===== config.mk =====
export PLATFORM = sky130hd
export DESIGN_NAME = execute_mdu
export DESIGN_NICKNAME = d
export VERILOG_FILES = /design/src/rtl/execute_mdu.sv
export SDC_FILE = /design/constraint.sdc
export NUM_CORES = 1
export LEC_CHECK = 0
export BUFFER_PORTS_ARGS = -buffer_cell sky130_fd_sc_hd__clkbuf_2
export CAP_MARGIN = 5
export CELL_PAD_IN_SITES_DETAIL_PLACEMENT = 0
export CELL_PAD_IN_SITES_GLOBAL_PLACEMENT = 2
export CORE_ASPECT_RATIO = 2
export CORE_MARGIN = 2
export CORE_UTILIZATION = 37
export CTS_BUF_LIST = sky130_fd_sc_hd__clkbuf_8
export CTS_CLUSTER_SIZE = 40
export DETAILED_ROUTE_END_ITERATION = 16
export HOLD_SLACK_MARGIN = 0.15
export PLACE_DENSITY_LB_ADDON = 0.1
export SETUP_SLACK_MARGIN = 0.5
export SYNTH_ARGS = -nofsm -noshare
export SYNTH_HDL_FRONTEND = slang
export SYNTH_SLANG_ARGS = --single-unit

===== constraint.sdc =====
create_clock -name clk -period 6.6 [get_ports clk]
set_clock_uncertainty 0.05 [all_clocks]
set_input_delay 0 -clock clk [delete_from_list [all_inputs] [get_ports clk]]
set_output_delay 0 -clock clk [all_outputs]
set_load 0.01 [all_outputs]

===== src/rtl/execute_mdu.sv =====
// execute_mdu: multi-cycle RV M-extension unit (shift-add multiply, restoring divide) beside the ALU.
// Optional macro MDU_FAST_MUL_EN: MUL-class ops use a single-cycle full-width product.
module execute_mdu #(
  parameter int XLEN           = 32,
  parameter int BITS_PER_CYCLE = 1
) (
  input  logic            clk,
  input  logic            rst,
  input  logic            req_valid_i,
  output logic            req_ready_o,
  input  logic [2:0]      op_i,
  input  logic [XLEN-1:0] rs1_i,
  input  logic [XLEN-1:0] rs2_i,
  input  logic [4:0]      rd_addr_i,
  input  logic            flush_i,
  output logic            res_valid_o,
  input  logic            res_ready_i,
  output logic [XLEN-1:0] result_o,
  output logic [4:0]      rd_addr_o,
  output logic            busy_o
);

  localparam int N  = XLEN / BITS_PER_CYCLE;
  localparam int CW = $clog2(N) + 1;
  localparam logic [XLEN-1:0] MOST_NEG = {1'b1, {(XLEN-1){1'b0}}};
  localparam logic [XLEN-1:0] ALL_ONES = {XLEN{1'b1}};

  generate
    if (XLEN != 32 && XLEN != 64) begin : g_bad_xlen
      $error("execute_mdu: XLEN must be 32 or 64");
    end
    if (BITS_PER_CYCLE != 1 && BITS_PER_CYCLE != 2 && BITS_PER_CYCLE != 4) begin : g_bad_bpc
      $error("execute_mdu: BITS_PER_CYCLE must be 1, 2 or 4");
    end
    if ((XLEN % BITS_PER_CYCLE) != 0) begin : g_bad_div
      $error("execute_mdu: BITS_PER_CYCLE must divide XLEN");
    end
  endgenerate

  typedef enum logic [1:0] {
    S_IDLE = 2'd0,
    S_MUL  = 2'd1,
    S_DIV  = 2'd2,
    S_DONE = 2'd3
  } state_e;

`ifdef MDU_FAST_MUL_EN
  localparam state_e MUL_ENTRY = S_DONE;
`else
  localparam state_e MUL_ENTRY = S_MUL;
`endif

  state_e              state_r, state_nxt_s;
  logic [CW-1:0]       cnt_r;
  logic [2:0]          op_r;
  logic                neg_q_r, neg_r_r;
  logic [XLEN-1:0]     opnd_r;
  logic [2*XLEN-1:0]   acc_r;
  logic [XLEN-1:0]     result_r;
  logic [4:0]          rd_addr_r;
  logic                res_valid_r, busy_r, idle_r;
  logic                res_valid_nxt_s, busy_nxt_s, idle_nxt_s;

  logic                accept_s, last_s, iterating_s;
  logic                rs1_signed_s, rs2_signed_s, rs1_neg_s, rs2_neg_s;
  logic [XLEN-1:0]     rs1_mag_s, rs2_mag_s;
  logic                div_zero_s, div_ovf_s, special_s;
  logic [XLEN-1:0]     special_res_s;
  logic [XLEN+BITS_PER_CYCLE-1:0] mul_sum_s;
  logic [2*XLEN-1:0]   mul_step_s, div_step_s, step_s;
  logic [XLEN:0]       div_trial_s;
  logic [XLEN-1:0]     div_rem_s, div_quo_s, final_s;

  // Apply the product sign and pick the low or high half.
  function automatic logic [XLEN-1:0] mul_select(input logic [2*XLEN-1:0] prod,
                                                 input logic neg, input logic [1:0] op);
    logic [2*XLEN-1:0] p;
    p = neg ? -prod : prod;
    if (op == 2'd0) begin
      mul_select = p[XLEN-1:0];
    end else begin
      mul_select = p[2*XLEN-1:XLEN];
    end
  endfunction

  // Apply quotient/remainder signs and pick quotient or remainder.
  function automatic logic [XLEN-1:0] div_select(input logic [2*XLEN-1:0] acc,
                                                 input logic neg_q, input logic neg_r,
                                                 input logic sel_rem);
    logic [XLEN-1:0] q, r;
    q = acc[XLEN-1:0];
    r = acc[2*XLEN-1:XLEN];
    if (sel_rem) begin
      div_select = neg_r ? -r : r;
    end else begin
      div_select = neg_q ? -q : q;
    end
  endfunction

  assign req_ready_o = idle_r & ~flush_i & ~rst;
  assign accept_s    = req_valid_i & req_ready_o;
  assign res_valid_o = res_valid_r & ~flush_i;
  assign result_o    = result_r;
  assign rd_addr_o   = rd_addr_r;
  assign busy_o      = busy_r;

  // Operand signedness from funct3.
  always_comb begin
    rs1_signed_s = 1'b0;
    rs2_signed_s = 1'b0;
    case (op_i)
      3'd1, 3'd4, 3'd6: begin
        rs1_signed_s = 1'b1;
        rs2_signed_s = 1'b1;
      end
      3'd2:    rs1_signed_s = 1'b1;
      default: rs1_signed_s = 1'b0;
    endcase
  end

  assign rs1_neg_s = rs1_signed_s & rs1_i[XLEN-1];
  assign rs2_neg_s = rs2_signed_s & rs2_i[XLEN-1];
  assign rs1_mag_s = rs1_neg_s ? -rs1_i : rs1_i;
  assign rs2_mag_s = rs2_neg_s ? -rs2_i : rs2_i;

  assign div_zero_s = (rs2_i == {XLEN{1'b0}});
  assign div_ovf_s  = ~op_i[0] & (rs1_i == MOST_NEG) & (rs2_i == ALL_ONES);
  assign special_s  = op_i[2] & (div_zero_s | div_ovf_s);

  // Architectural results for divide-by-zero and signed overflow.
  always_comb begin
    if (div_zero_s) begin
      special_res_s = op_i[1] ? rs1_i : ALL_ONES;
    end else begin
      special_res_s = op_i[1] ? {XLEN{1'b0}} : rs1_i;
    end
  end

`ifdef MDU_FAST_MUL_EN
  logic [2*XLEN-1:0] fast_prod_s;
  assign fast_prod_s = {{XLEN{1'b0}}, rs1_mag_s} * {{XLEN{1'b0}}, rs2_mag_s};
`endif

  // Shift-add step: acc holds {partial high, remaining multiplier bits}.
  always_comb begin
    mul_sum_s = {{BITS_PER_CYCLE{1'b0}}, acc_r[2*XLEN-1:XLEN]};
    for (int i = 0; i < BITS_PER_CYCLE; i++) begin
      if (acc_r[i]) begin
        mul_sum_s = mul_sum_s + ({{BITS_PER_CYCLE{1'b0}}, opnd_r} << i);
      end else begin
        mul_sum_s = mul_sum_s;
      end
    end
    mul_step_s = {mul_sum_s, acc_r[XLEN-1:BITS_PER_CYCLE]};
  end

  // Restoring divide step: acc holds {partial remainder, dividend/quotient}.
  always_comb begin
    div_rem_s   = acc_r[2*XLEN-1:XLEN];
    div_quo_s   = acc_r[XLEN-1:0];
    div_trial_s = {(XLEN+1){1'b0}};
    for (int i = 0; i < BITS_PER_CYCLE; i++) begin
      div_trial_s = {div_rem_s, div_quo_s[XLEN-1]};
      div_quo_s   = {div_quo_s[XLEN-2:0], 1'b0};
      if (div_trial_s >= {1'b0, opnd_r}) begin
        div_trial_s  = div_trial_s - {1'b0, opnd_r};
        div_quo_s[0] = 1'b1;
      end else begin
        div_quo_s[0] = 1'b0;
      end
      div_rem_s = div_trial_s[XLEN-1:0];
    end
    div_step_s = {div_rem_s, div_quo_s};
  end

  assign step_s      = op_r[2] ? div_step_s : mul_step_s;
  assign last_s      = (cnt_r == CW'(1));
  assign iterating_s = (state_r == S_MUL) || (state_r == S_DIV);
  assign final_s     = op_r[2] ? div_select(step_s, neg_q_r, neg_r_r, op_r[1])
                               : mul_select(step_s, neg_q_r, op_r[1:0]);

  // State register.
  always_ff @(posedge clk or posedge rst) begin
    if (rst) begin
      state_r <= S_IDLE;
    end else begin
      state_r <= state_nxt_s;
    end
  end

  // Next-state logic; flush overrides every state.
  always_comb begin
    state_nxt_s = state_r;
    if (flush_i) begin
      state_nxt_s = S_IDLE;
    end else begin
      case (state_r)
        S_IDLE: begin
          if (accept_s) begin
            if (op_i[2]) begin
              state_nxt_s = special_s ? S_DONE : S_DIV;
            end else begin
              state_nxt_s = MUL_ENTRY;
            end
          end else begin
            state_nxt_s = S_IDLE;
          end
        end
        S_MUL:   state_nxt_s = last_s ? S_DONE : S_MUL;
        S_DIV:   state_nxt_s = last_s ? S_DONE : S_DIV;
        S_DONE:  state_nxt_s = res_ready_i ? S_IDLE : S_DONE;
        default: state_nxt_s = S_IDLE;
      endcase
    end
  end

  // Status outputs decoded from the next state so they can be registered.
  always_comb begin
    res_valid_nxt_s = (state_nxt_s == S_DONE);
    busy_nxt_s      = (state_nxt_s != S_IDLE);
    idle_nxt_s      = (state_nxt_s == S_IDLE);
  end

  // Status output registers.
  always_ff @(posedge clk or posedge rst) begin
    if (rst) begin
      res_valid_r <= 1'b0;
      busy_r      <= 1'b0;
      idle_r      <= 1'b1;
    end else begin
      res_valid_r <= res_valid_nxt_s;
      busy_r      <= busy_nxt_s;
      idle_r      <= idle_nxt_s;
    end
  end

  // Operand latch on accept, iteration, and final result capture.
  always_ff @(posedge clk or posedge rst) begin
    if (rst) begin
      cnt_r     <= {CW{1'b0}};
      op_r      <= 3'd0;
      neg_q_r   <= 1'b0;
      neg_r_r   <= 1'b0;
      opnd_r    <= {XLEN{1'b0}};
      acc_r     <= {(2*XLEN){1'b0}};
      result_r  <= {XLEN{1'b0}};
      rd_addr_r <= 5'd0;
    end else if (accept_s) begin
      cnt_r     <= CW'(N);
      op_r      <= op_i;
      neg_q_r   <= rs1_neg_s ^ rs2_neg_s;
      neg_r_r   <= rs1_neg_s;
      rd_addr_r <= rd_addr_i;
      if (op_i[2]) begin
        acc_r  <= {{XLEN{1'b0}}, rs1_mag_s};
        opnd_r <= rs2_mag_s;
        if (special_s) begin
          result_r <= special_res_s;
        end
      end else begin
        acc_r  <= {{XLEN{1'b0}}, rs2_mag_s};
        opnd_r <= rs1_mag_s;
`ifdef MDU_FAST_MUL_EN
        result_r <= mul_select(fast_prod_s, rs1_neg_s ^ rs2_neg_s, op_i[1:0]);
`endif
      end
    end else if (iterating_s && !flush_i) begin
      acc_r <= step_s;
      cnt_r <= cnt_r - CW'(1);
      if (last_s) begin
        result_r <= final_s;
      end
    end
  end

endmodule


==> results.yml <==
status:
  status: "finished clean"
grt:
  grt_pass1_vias: 17500
  grt_usage_pct: 31.4
  grt_max_degree: 97
  grt_overflow: 0
  grt_pass1_wl_um: 112000
  antenna_found_initial: 1
drt:
  drc: 0
  wl_per_cell_um: 24.7
  finalWirelength_um: 75400
  drt_iter0_drc: 1525
  final_antenna_net_count: 0
  drt_pre_antenna_iters: 8
  viasPerCell: 5.99
  via_count: 18300
min_path:
  hold_end: "acc_r[1]"
  min_path_type: "input pin to flip-flop"
  hold_depth: 5
  worstHoldStart: "rs2_i[1]"
placed_design:
  placed_cell_area_um2: 18000
  dp_hpwl_um: 57900
  finalWeightedCongestion: 0.916
  portBuffers: 116
worst_setup_path:
  path_class: "flip-flop to flip-flop"
  regToRegEndpoint: "result_o[17]"
  r2r_slack_ns: 0.77
  max_stage_delay_ns: 0.57
  cp_cell_sequence: "ha_1, inv_1, fa_1, nand2b_1, a21oi_1, o21ai_0, xnor2_1, a211oi_1, a221oi_1, nor4_1, nand4b_1, or3_1, nor2_1, mux2_2, a221oi_1, a21oi_1"
  crit_path_start_kind: "flip-flop"
  path_max_fanout: 10
  crit_required_ns: 6.92
  crit_arrival_ns: 6.15
  reg2reg_from: "acc_r[32]"
  slowest_stage: "or3_1"
  r2r_cells: 16
  crit_path_end_kind: "flip-flop"
sta:
  rsz0062_at_grt: "no"
  max_freq_mhz: 171
  fin_crit_sh_pct: 88.4
  slew_headroom_pct: 30.1
  min_period_ns: 5.83
  timing.hold.ws_ns: 0.171
  finalMaxSlewViolations: 0
  final-hold-violation-count: 0
  worst_slew_pin_slew_ns: 1.04
  finalSetupViolCount: 0
  finalSetupTns_ns: 0
yosys:
  syn_avg_cell_area_um2: 7.24
  ys_seq_area_share_pct: 21.9
  yosysWarnings: 0
  synth-edff-count: 0
  ys_seq_elements: 149
  synth_top_cell_by_area: "dfrtp_1"
  syn_area_um2: 17000
  synthDominantCellAreaShare_pct: 21.8
  synth_nets: 2504
  synthArstFlopShare_pct: 100
  synth.top_cells.by_area: "dfrtp_1 (22%), a21oi_1 (7.2%), nand2_1 (6.7%), ha_1 (5.5%), o21ai_0 (5.5%)"
  synth-main-ff-cell: "dfrtp_1"
  synth.distinct_cells: 111
  synthCells: 2350
power_and_ir_drop:
  peakVddDrop_mv: 0.258
  power-per-cell-area_nw_per_um2: 539
  p_leak_uw: 0.00789
clocking:
  clkTransAtPathRegs_ns: 0.09
  numCtsBuffers: 17
  h-tree-depth: 4
  clock_latency_ns: 0.52
  cts.path.max_buffers: 2
  cts_setup_buffers: 0
  root_buffer: "clkbuf_8"
  cts_tree: "done"
  cts_sinks: 149
cells_and_area:
  area_growth_pct: 14.3
  fin_nets: 2630
  layout-drive-gt1-share_pct: 10.3
  fillers: 4878
  design_area_um2: 19400
  utilization_pct: 42.7
floorplanning:
  ios: 117
  floorplan.initialDensity_pct: 37.3
  dieHeight_um: 307
  rows: 111
  die_area_um2: 47800
  die_w_um: 156
  core_area_um2: 45600
flow_run:
  max-cap-violations: 0
## registers in the layout, indices dropped and copies added, names as in the netlist, 2 cells and up
name,cells
result_o,32
op_r,3
state_r,2
cnt_r,6
rd_addr_o,5
opnd_r,32
acc_r,64
## cells in the final DEF, fill, tap and decap left out, drive strengths merged, types with 17 or more instances in the layout
cell type / instances
o31ai: 25
xnor2: 94
mux2i: 52
a211oi: 40
nand2: 303
o211ai: 57
inv: 72
a21o: 31
and2: 17
and3: 20
xor2: 75
nor3: 55
dlygate4sd3: 103
nor2: 235
a21oi: 246
nor4: 22
o21a: 22
nand2b: 25
maj3: 22
ha: 75
o21ai: 195
clkbuf: 134
a31oi: 44
dfrtp: 148
buf: 47
or3: 24
nand3: 57
nand4: 27
## layout make-up
type	count	area (um2)	area share (%)
tap	565	707	3.64
multi-input combinational	1972	12400	63.7
timing repair buffer	265	1960	10.1
antenna	1	2.50	0.0129
clock inverter	13	121	0.624
clock buffer	19	262	1.34
sequential	149	3730	19.2
inverter	71	272	1.40
## critical path, delay by kind of cell (launching register included)
family / cells / cell delay, ns
multiplexers: 1 / 0.34
adder cells (fa/ha/maj): 2 / 0.69
buffers and inverters: 1 / 0.07
XOR/XNOR: 1 / 0.24
AO/OA/AOI/OAI: 6 / 2.24
AND/OR/NAND/NOR: 5 / 1.61
flip-flops: 1 / 0.47
## per-layer routing
metal	vias up	routed length [um]	global-route usage (%)
met2	539	36500	52.8
li1	8808	-	-
met3	131	2970	2.70
met5	-	0	0
met4	0	5740	20.5
met1	8811	30200	38.1
## repair_timing
action	in CTS	in global routing
hold buffers	103	0
hold endpoints to repair	206	0
endpoints found under the setup margin	0	3
gates resized for setup	0	3
## metrics by stage
step / cells / power (uW) / setup slack (ns)
4_1_cts: 3054 / 10400 / 0.800
2_1_floorplan: 2350 / 7070 / 1.33
3_3_place_gp: 2919 / 9630 / 0.950
3_5_place_dp: 2919 / 9560 / 0.832
5_1_grt: 3055 / 11300 / 0.562
6_report: 3055 / 10500 / 0.767
## synth_stat cells, types with 52 or more instances
cell / n
a21oi_1: 245
clkbuf_1: 104
dfrtp_1: 148
ha_1: 75
inv_1: 67
mux2i_1: 52
nand2_1: 303
nand3_1: 57
nor2_1: 234
nor3_1: 55
o211ai_1: 57
o21ai_0: 186
xnor2_1: 94
xor2_1: 75
## report_power, final
group	switching (uW)	total (uW)	internal, uW
logic	5030	7920	2900
registers	514	1810	1290
clock network	425	746	321
## logic make-up (layout without fill, tap and decap cells)
group           count (synthesis)  count (layout)  share of synthesized area (%)
flops                         149             149                           21.9
xor+xnor                      169             169                           8.70
buf+inv                       229             368                           5.44
other cells                     0               1                              0
mux                            54              54                           3.19
simple gates                  865             865                           24.1
fa+ha+maj                      99              99                           7.05
compound gates                785             785                           29.6
## worst max path at each step
stage	cells after the start	start	slack, ns	endpoint
after floorplan	22	op_r[2]	1.33	result_o[28]
after global placement	17	acc_r[32]	0.95	result_o[24]
after detailed placement	21	acc_r[31]	0.83	result_o[28]
after CTS	20	acc_r[39]	0.80	result_o[28]
after global routing	16	acc_r[32]	0.56	result_o[17]
final	16	acc_r[32]	0.77	result_o[17]
Power figures use the tool's default switching activity.
